File: config.mk
export PLATFORM = sky130hd
export DESIGN_NAME = class_hvec_search
export DESIGN_NICKNAME = d
export VERILOG_FILES = /design/src/rtl/hdc_search_pkg.sv /design/src/rtl/hvec_popcount.sv /design/src/rtl/class_hvec_search.sv
export SDC_FILE = /design/constraint.sdc
export NUM_CORES = 1
export LEC_CHECK = 0
export ABC_CLOCK_PERIOD_IN_PS = 12200
export CORE_ASPECT_RATIO = 1.2
export CORE_MARGIN = 2
export CORE_UTILIZATION = 40
export DETAILED_ROUTE_END_ITERATION = 8
export PLACE_DENSITY = 0.73
export SKIP_LAST_GASP = 1
export SYNTH_ARGS = -nofsm -noshare
export SYNTH_HDL_FRONTEND = slang
export SYNTH_SLANG_ARGS = --single-unit
File: constraint.sdc
create_clock -name clk -period 12.2 [get_ports clk]
set_clock_uncertainty 0.2 [all_clocks]
set_input_delay 2.44 -clock clk [delete_from_list [all_inputs] [get_ports clk]]
set_output_delay 2.44 -clock clk [all_outputs]
set_load 0.01 [all_outputs]
File: src/rtl/hdc_search_pkg.sv
// Shared types and defaults for the class hypervector search stage.
// Provides the FSM state enum, default sizes and a distance-width helper.
package hdc_search_pkg;

  typedef enum logic [1:0] {
    LOAD,
    SEARCH,
    DRAIN,
    DONE
  } search_state_t;

  localparam int N_CLASSES = 8;
  localparam int N_FRAMES  = 3;

  // Bits needed to hold a full-hypervector Hamming distance.
  function automatic int dist_w(input int n_frames, input int w);
    return $clog2(n_frames * w + 1);
  endfunction

endpackage

File: src/rtl/hvec_popcount.sv
// Combinational population count built as a recursive adder tree.
// Ports: vec (W bits) in, cnt ($clog2(W+1) bits) out.
module hvec_popcount #(
  parameter int W  = 64,
  parameter int OW = $clog2(W + 1)
) (
  input  logic [W-1:0]  vec,
  output logic [OW-1:0] cnt
);

  generate
    if (W == 1) begin : g_leaf
      assign cnt = vec;
    end else begin : g_node
      localparam int WL = W / 2;
      localparam int WH = W - WL;
      localparam int OL = $clog2(WL + 1);
      localparam int OH = $clog2(WH + 1);

      logic [OL-1:0] cnt_lo;
      logic [OH-1:0] cnt_hi;

      hvec_popcount #(.W(WL)) u_lo (
        .vec (vec[WL-1:0]),
        .cnt (cnt_lo)
      );

      hvec_popcount #(.W(WH)) u_hi (
        .vec (vec[W-1:WL]),
        .cnt (cnt_hi)
      );

      assign cnt = OW'(cnt_lo) + OW'(cnt_hi);
    end
  endgenerate

endmodule

File: src/rtl/class_hvec_search.sv
// Buffers one query hypervector, sweeps all class frames from the generator
// and returns the minimum-Hamming-distance class over a valid/ready port.
// Ports: clk/rst, q_valid/q_ready/q_data query in, frame_id/frame_index
// address out, class_vec_in generator data, res_* result out, busy status.
module class_hvec_search #(
  parameter int DI_PARALLEL_W_BITS = 64,
  parameter int N_CLASSES          = hdc_search_pkg::N_CLASSES,
  parameter int N_FRAMES           = hdc_search_pkg::N_FRAMES,
  parameter int CLASS_ID_W         = 3,
  parameter int FRAME_IDX_W        = 2,
  parameter int DIST_W             = 8
) (
  input  logic                          clk,
  input  logic                          rst,
  input  logic                          q_valid,
  output logic                          q_ready,
  input  logic [DI_PARALLEL_W_BITS-1:0] q_data,
  output logic [CLASS_ID_W-1:0]         frame_id,
  output logic [FRAME_IDX_W-1:0]        frame_index,
  input  logic [DI_PARALLEL_W_BITS-1:0] class_vec_in,
  output logic                          res_valid,
  input  logic                          res_ready,
  output logic [CLASS_ID_W-1:0]         res_class,
  output logic [DIST_W-1:0]             res_dist,
  output logic                          busy
);

  import hdc_search_pkg::*;

  localparam int W    = DI_PARALLEL_W_BITS;
  localparam int PC_W = $clog2(W + 1);
  localparam logic [FRAME_IDX_W-1:0] F_LAST = FRAME_IDX_W'(N_FRAMES - 1);
  localparam logic [CLASS_ID_W-1:0]  C_LAST = CLASS_ID_W'(N_CLASSES - 1);

  search_state_t state_q, state_d;

  logic [W-1:0]           qbuf_q [N_FRAMES];
  logic [W-1:0]           qbuf_d [N_FRAMES];
  logic [FRAME_IDX_W-1:0] ld_q, ld_d;
  logic [CLASS_ID_W-1:0]  c_q, c_d;
  logic [FRAME_IDX_W-1:0] f_q, f_d;

  logic                   s1_vld_q, s1_vld_d;
  logic [PC_W-1:0]        s1_pc_q, s1_pc_d;
  logic [CLASS_ID_W-1:0]  s1_cls_q, s1_cls_d;
  logic                   s1_last_q, s1_last_d;

  logic [DIST_W-1:0]      acc_q, acc_d;
  logic [DIST_W-1:0]      best_dist_q, best_dist_d;
  logic [CLASS_ID_W-1:0]  best_cls_q, best_cls_d;

  logic [PC_W-1:0]        pc;
  logic [DIST_W-1:0]      sum;

  hvec_popcount #(.W(W)) u_pc (
    .vec (qbuf_q[f_q] ^ class_vec_in),
    .cnt (pc)
  );

  assign sum         = acc_q + DIST_W'(s1_pc_q);
  assign q_ready     = (state_q == LOAD) && !rst;
  assign busy        = (state_q == SEARCH) || (state_q == DRAIN);
  assign res_valid   = (state_q == DONE);
  assign res_class   = best_cls_q;
  assign res_dist    = best_dist_q;
  assign frame_id    = (state_q == SEARCH) ? c_q : '0;
  assign frame_index = (state_q == SEARCH) ? f_q : '0;

  always_comb begin
    state_d     = state_q;
    qbuf_d      = qbuf_q;
    ld_d        = ld_q;
    c_d         = c_q;
    f_d         = f_q;
    s1_vld_d    = (state_q == SEARCH);
    s1_pc_d     = pc;
    s1_cls_d    = c_q;
    s1_last_d   = (f_q == F_LAST);
    acc_d       = acc_q;
    best_dist_d = best_dist_q;
    best_cls_d  = best_cls_q;

    // Stage 2: accumulate per class; class 0 seeds best, strict < keeps
    // the lowest index on ties.
    if (s1_vld_q) begin
      if (s1_last_q) begin
        acc_d = '0;
        if (s1_cls_q == '0 || sum < best_dist_q) begin
          best_dist_d = sum;
          best_cls_d  = s1_cls_q;
        end
      end else begin
        acc_d = sum;
      end
    end

    unique case (state_q)
      LOAD: begin
        if (q_valid) begin
          qbuf_d[ld_q] = q_data;
          if (ld_q == F_LAST) begin
            ld_d        = '0;
            c_d         = '0;
            f_d         = '0;
            acc_d       = '0;
            best_dist_d = '0;
            best_cls_d  = '0;
            state_d     = SEARCH;
          end else begin
            ld_d = ld_q + 1'b1;
          end
        end
      end
      SEARCH: begin
        if (f_q == F_LAST) begin
          f_d = '0;
          if (c_q == C_LAST) begin
            c_d     = '0;
            state_d = DRAIN;
          end else begin
            c_d = c_q + 1'b1;
          end
        end else begin
          f_d = f_q + 1'b1;
        end
      end
      DRAIN: state_d = DONE;
      DONE: begin
        if (res_ready) state_d = LOAD;
      end
      default: state_d = LOAD;
    endcase
  end

  always_ff @(posedge clk) begin
    if (rst) begin
      state_q     <= LOAD;
      for (int i = 0; i < N_FRAMES; i++) qbuf_q[i] <= '0;
      ld_q        <= '0;
      c_q         <= '0;
      f_q         <= '0;
      s1_vld_q    <= 1'b0;
      s1_pc_q     <= '0;
      s1_cls_q    <= '0;
      s1_last_q   <= 1'b0;
      acc_q       <= '0;
      best_dist_q <= '0;
      best_cls_q  <= '0;
    end else begin
      state_q     <= state_d;
      qbuf_q      <= qbuf_d;
      ld_q        <= ld_d;
      c_q         <= c_d;
      f_q         <= f_d;
      s1_vld_q    <= s1_vld_d;
      s1_pc_q     <= s1_pc_d;
      s1_cls_q    <= s1_cls_d;
      s1_last_q   <= s1_last_d;
      acc_q       <= acc_d;
      best_dist_q <= best_dist_d;
      best_cls_q  <= best_cls_d;
    end
  end

endmodule

# After elaboration in Yosys (flattened, before gate mapping)
# Index checks and enable logic that the tools add are counted.
[word_totals] register_bits=232 word_cells=152
[op_classes] add_sub_neg=67 n_lt_le_gt_ge=4 n_eq_ne=11 muxes=41 n_bitwise=3 n_reduce_logical=12
[ops] cell="bitwise mux 192 bit" n=1
[ops] cell="2-to-1 mux 64 bit" n=3
[ops] cell="binary-select mux 64 bit (select 2 bit)" n=1
[ops] cell="demux 64 bit (select 2 bit)" n=1
[ops] cell="2-to-1 mux 8 bit" n=11
[ops] cell="adder 1 x 1 -> 2 bit" n=32
[ops] cell="XOR 64 bit" n=1
[ops] cell="adder 2 x 2 -> 3 bit" n=16
[ops] cell="2-to-1 mux 3 bit" n=11
[ops] cell="adder 3 x 3 -> 4 bit" n=8
[ops] cell="adder 4 x 4 -> 5 bit" n=4
[ops] cell="2-to-1 mux 2 bit" n=10
[ops] cell="adder 5 x 5 -> 6 bit" n=2
[ops] cell="adder 8 x 7 -> 8 bit" n=1
[ops] cell="== test 2 bit (second input constant)" n=4
[ops] cell="< comparator 8 bit" n=1
[ops] cell="inequality test 2 x 1 -> 1 bit (second input constant)" n=4
[ops] cell="case mux 2 bit (4 select lines)" n=1
[ops] cell="adder 6 x 6 -> 7 bit" n=1
[ops] cell=">= comparator 3 bit (second input constant)" n=2
[ops] cell="inverter 2 -> 3 bit" n=2
[ops] cell="case mux 3 bit (2 select lines)" n=1
[ops] cell="AND reduction 5 bit" n=1
[ops] cell="adder 2 x 1 -> 2 bit (second input constant)" n=2
[ops] cell="15 further kinds" n=17

# Depth between registers and ports, before layout
[depth] ltp_word=11 ltp_mapped=28

# Cells and area by module
# Synthesis repeated with hierarchy kept, for this count alone.
[hier_totals] cells_unflattened=1779 area_unflattened_um2=14127.3
[by_module_without_submodules] mod="class_hvec_search" instances=1 cells_per_inst=1349 area_each_um2=10558.9 seq_area_each_um2=4644.5
[by_module_without_submodules] mod="hvec_popcount (u_pc.g_node.u_hi.g_node.u_hi.g_node.u_hi.g_node.u_hi ...)" instances=16 cells_per_inst=7 area_each_um2=51.3 seq_area_each_um2=0.0
[by_module_without_submodules] mod="hvec_popcount (u_pc.g_node.u_hi.g_node.u_hi.g_node.u_hi ...)" instances=8 cells_per_inst=12 area_each_um2=95.1 seq_area_each_um2=0.0
[by_module_without_submodules] mod="hvec_popcount (u_pc.g_node.u_hi.g_node.u_hi ...)" instances=4 cells_per_inst=16 area_each_um2=136.4 seq_area_each_um2=0.0
[by_module_without_submodules] mod="hvec_popcount (u_pc.g_node.u_hi.g_node.u_hi.g_node.u_hi.g_node.u_hi.g_node.u_hi.g_node.u_hi ...)" instances=64 cells_per_inst=1 area_each_um2=7.5 seq_area_each_um2=0.0
[by_module_without_submodules] mod="hvec_popcount (u_pc.g_node.u_hi.g_node.u_hi.g_node.u_hi.g_node.u_hi.g_node.u_hi ...)" instances=32 cells_per_inst=1 area_each_um2=12.5 seq_area_each_um2=0.0
[by_module_without_submodules] mod="hvec_popcount (u_pc.g_node.u_hi ...)" instances=2 cells_per_inst=17 area_each_um2=158.9 seq_area_each_um2=0.0
[by_module_without_submodules] mod="hvec_popcount (u_pc)" instances=1 cells_per_inst=28 area_each_um2=242.7 seq_area_each_um2=0.0

# Worst setup path before layout
# No wires, ideal clock.
[synth_timing] kind="input-to-reg" start="input port class_vec_in[53]" end="register s1_pc_q[6]" setup_time_ps=115 t_arrival_ps=8223 slack_ps=3662 stages=22 cell_sequence="xnor2_1 > fa_1 > inv_1 > fa_1 > inv_1 > fa_1 > inv_1 > fa_1 > inv_1 > fa_1 > inv_1 > fa_1 > fa_1 > fa_1 > inv_1 > ha_1 > fa_1 > a21o_1 > a21o_1 > a21oi_1 > nor2_1 > o21a_1"
[synth_via] elab_chain_len=7
[synth_lines] item="start: declaration" line_no="class_hvec_search.sv:20" source="input logic [DI_PARALLEL_W_BITS-1:0] class_vec_in,"
[synth_lines] item="XOR 64 bit" line_no="class_hvec_search.sv:56" source=".vec (qbuf_q[f_q] ^ class_vec_in),"
[synth_lines] item="adder 1 x 1 -> 2 bit" line_no="hvec_popcount.sv:33" source="assign cnt = OW'(cnt_lo) + OW'(cnt_hi);"
[synth_lines] item="adder 2 x 2 -> 3 bit" line_no="hvec_popcount.sv:33"
[synth_lines] item="adder 3 x 3 -> 4 bit" line_no="hvec_popcount.sv:33"
[synth_lines] item="adder 4 x 4 -> 5 bit" line_no="hvec_popcount.sv:33"
[synth_lines] item="adder 5 x 5 -> 6 bit" line_no="hvec_popcount.sv:33"
[synth_lines] item="adder 6 x 6 -> 7 bit" line_no="hvec_popcount.sv:33"
[synth_lines] item="end signal: assignment" line_no="class_hvec_search.sv:156" source="s1_pc_q <= s1_pc_d;"
[synth_lines] item="end: declaration" line_no="class_hvec_search.sv:44" source="logic [PC_W-1:0] s1_pc_q, s1_pc_d;"
# Every way passes these cells.
# A chain may end at the register's enable or synchronous reset.

# Worst setup path in the final report
# Same ends and word-level chain as after synthesis.

==> flow_results.org <==
** Outcome
- The flow ran to the end, and the final reports show no timing, DRC or antenna violations.

** Yosys
- Cell types with the largest area share after synthesis :: dfxtp_1 (38%), nand2_1 (14%), a21oi_1 (10%)
- Fraction of synthesized cell area taken by the top area cell type :: 38.37%
- Register area share after synthesis :: 38.37%
- A synthesized cell averages 8.128 um^2.
- Top-count cell post-synth :: nand2_1
- In the synthesized netlist the dominant register cell turns out to be dfxtp_1.
- Synthesis inferred 232 register bits.
- Yosys top cell by area :: dfxtp_1
- After technology mapping, the gate count stands at 1489.
- The netlist uses 49 different library cells.
- Synthesized cell area :: 0.01210 mm^2
- Net Count, Synth :: 1712
- Number of synthesized flops with an enable pin :: 0
- Fraction of registers with async set/reset :: 0%
- Yosys printed 0 warnings.
- Most frequent cells after synthesis :: nand2_1 (436), a21oi_1 (242), dfxtp_1 (232)

** STA
- Max-slew violation count :: 0
- Setup violations remaining at the end of the flow were counted as 0.
- After layout, the minimum clock period comes to 8.706 ns.
- Worst-case headroom to the max-slew limit :: 26.69%
- Final Hold Fails :: 0
- Transition time at the pin with the least slew margin :: 1.100 ns
- In the finished design, the share of the clock period the worst path needs comes to 71.36%.
- Aggregate negative setup slack :: 0 ns
- For this run, the top clock speed supported by timing is 0.1149 GHz.
- Setup repair after global routing left no endpoint under its margin.
- Hold timing on the final database bottoms out at a slack of 0.2525 ns.

** Worst setup path
- At the worst endpoint, the required time is 12.42 ns.
- Max FO, Critical Path :: 2
- Family with the most delay on the worst path :: adder cells
- In this design, the stage delay of the slowest critical-path cell is 0.61 ns.
- Kind of end point of the critical path :: flop
- Cell occurring most often along the worst timing path :: fa_1
- Critical Path Start Type :: input port
- Setup Crit Path Kind :: in -> reg
- Traced cell by cell, the critical path runs through clkdlybuf4s50_1, xnor2_1, fa_1, inv_1, fa_1, inv_1, fa_1, inv_1, fa_1, inv_1, fa_1, inv_1, fa_1, fa_1, fa_1, inv_1, ha_1, fa_1, a21o_1, a21o_1, a21oi_1, nor2_1, o21a_1.
- Buffering stage count on the worst path with inverters included :: 7
- Critical-path cell with the highest stage delay :: fa_1
- CP arrival :: 8.92 ns

** Final layout
- Final instance area :: 0.01463 mm^2
- Fraction of final layout cells with drive strength greater than 1 :: 4.478%
- Area occupied by registers :: 0.004649 mm^2
- At the end of the flow, the number of nets in the layout was 1812.
- The multi-input combinational cells in the finished layout cover a total of 0.006837 mm^2.
- Area grow syn2layout :: 20.85%
- Number of filler instances in the final layout :: 2883

** Detailed routing
- The count of nets left with antenna violations once routing finished came out at 0.
- Using the TritonRoute via totals, the vias-per-cell ratio works out to 5.207.
- Post-detailed-routing wire length :: 33040 um
- For this run, the detailed router's first-pass iteration total came to 7.
- After detailed routing, the number of remaining DRC violations is 0.
- Via total after detailed routing :: 10.41k
- Average routed wire per standard cell :: 16.53 um
- For this block, the initial DRC count from the detailed router was 706.

** Flow run
- Maximum capacitance violations :: 0

** Floorplan
- Die Span Y :: 194.6 um
- Die area :: 0.03167 mm^2
- For this configuration, the core starts out at a cell density of 40.75%.
- Row cnt :: 69
- 151 I/O pins were placed.
- The total area inside the core boundary comes to 0.02970 mm^2.
- Die W :: 162.8 um

** Clocking
- In this run the number of H-tree levels came out at 1.
- Clock buffers created by TritonCTS :: 25
- Source-to-sink clock delay at the later pin of the worst-skew pair :: 0.53 ns
- Cts-stage hold buffer count :: 0
- The tree built by TritonCTS fans out to 232 sinks.
- Clock-pin slew was measured on the worst setup and hold paths at 0.06 ns.
- Clock tree from TritonCTS :: yes
- The tree is rooted in a clkbuf_16.
- Post-CTS Resized :: 0
- The longest clock path from root to sink contains 3 buffers.
- Buffers inserted during post-CTS setup optimization :: 0

** Global route
- Largest net degree at the start of global routing :: 113
- The via count of the first global-routing pass is 9996.
- First-pass GRT wire length :: 52720 um
- In the global route stage, overall resource usage came out at 20.74%.
- Total global routing overflow :: 0
- The initial antenna violation count was 3.

** Placed design
- Port bufs :: 150
- Area of placed instances :: 0.01384 mm^2
- The HPWL after detailed placement is 21310 um.
- Routability-driven placement finished with a final weighted congestion of 0.8025.

** Min path
- The tightest min-delay check is of the reg -> reg type.
## flip-flops by register name, summed over array words and instances (netlist names)
signal     count
s1_last_q      1
s1_vld_q       1
f_q            2
s1_cls_q       3
res_dist       8
state_q        2
c_q            3
s1_pc_q        7
ld_q           2
qbuf_q       192
res_class      3
acc_q          8
## per-stage QoR
stage | utilization [%] | cells | setup slack (ns)
after floorplan | - | 1489 | 3.662
after global placement | 46.62 | 1952 | 2.970
after detailed placement | 46.62 | 1952 | 2.918
after CTS | 49.24 | 1998 | 3.469
after global routing | 49.25 | 1999 | 3.265
final | 49.25 | 1999 | 3.494
## worst paths after layout
check	from	end	slack, ns	depth (start not counted)
setup / recovery	class_vec_in[53]	s1_pc_q[6]$_SDFF_PP0_	3.49	23
hold / removal	qbuf_q[187]$_SDFFE_PP0P_	qbuf_q[187]$_SDFFE_PP0P_	0.25	2
setup reg to reg	f_q[0]$_SDFFE_PP0P_	s1_pc_q[6]$_SDFF_PP0_	4.20	22
hold reg to reg	qbuf_q[187]$_SDFFE_PP0P_	qbuf_q[187]$_SDFFE_PP0P_	0.25	2
## worst reg2reg max path, delay by kind of cell, from the launching register on
kind | cells | cell delay (ns)
simple gates | 2 | 0.11
buf+inv | 3 | 0.73
xor+xnor | 1 | 0.16
flops | 1 | 0.87
mux | 1 | 0.27
compound gates | 5 | 0.87
fa+ha+maj | 10 | 4.68
## routing by layer
layer | track usage [%] | wire, um | vias to the layer above
met2 | 35.89 | 16200 | 321
met3 | 3.414 | 2263 | 51
met5 | 0 | 24 | -
li1 | - | - | 5048
met1 | 26.73 | 13850 | 4985
met4 | 5.441 | 699 | 4
## layout make-up
| type | count | share of cell area, % |
|---|---|---|
| Clock buffer | 37 | 4.996 |
| Antenna cell | 1 | 0.01711 |
| Multi-Input combinational cell | 1097 | 46.74 |
| Sequential cell | 232 | 31.79 |
| Timing Repair Buffer | 165 | 11.04 |
| Tap cell | 390 | 3.336 |
| Clock inverter | 9 | 0.3336 |
| Inverter | 68 | 1.745 |
## cell families after synthesis
logic type      share of synthesized area (%)
xor+xnor                                5.066
buf+inv                                 5.365
flops                                   38.37
simple gates                            17.98
fa+ha+maj                               12.82
mux                                     5.634
compound gates                          14.76
## cells in the final DEF, fill, tap and decap left out, types with 36 or more instances in the layout
cell | Yosys | layout
clkdlybuf4s50_1 | 0 | 149
dfxtp_1 | 232 | 230
fa_1 | 55 | 55
mux2i_1 | 67 | 67
xnor2_1 | 69 | 69
a21oi_1 | 242 | 242
o21ai_0 | 46 | 46
inv_1 | 68 | 68
nand2_1 | 436 | 434
nor2_1 | 49 | 49
ha_1 | 36 | 36
Power is not shown: default switching activity piles up to over one toggle a cycle in this logic, so the estimate is an artifact.
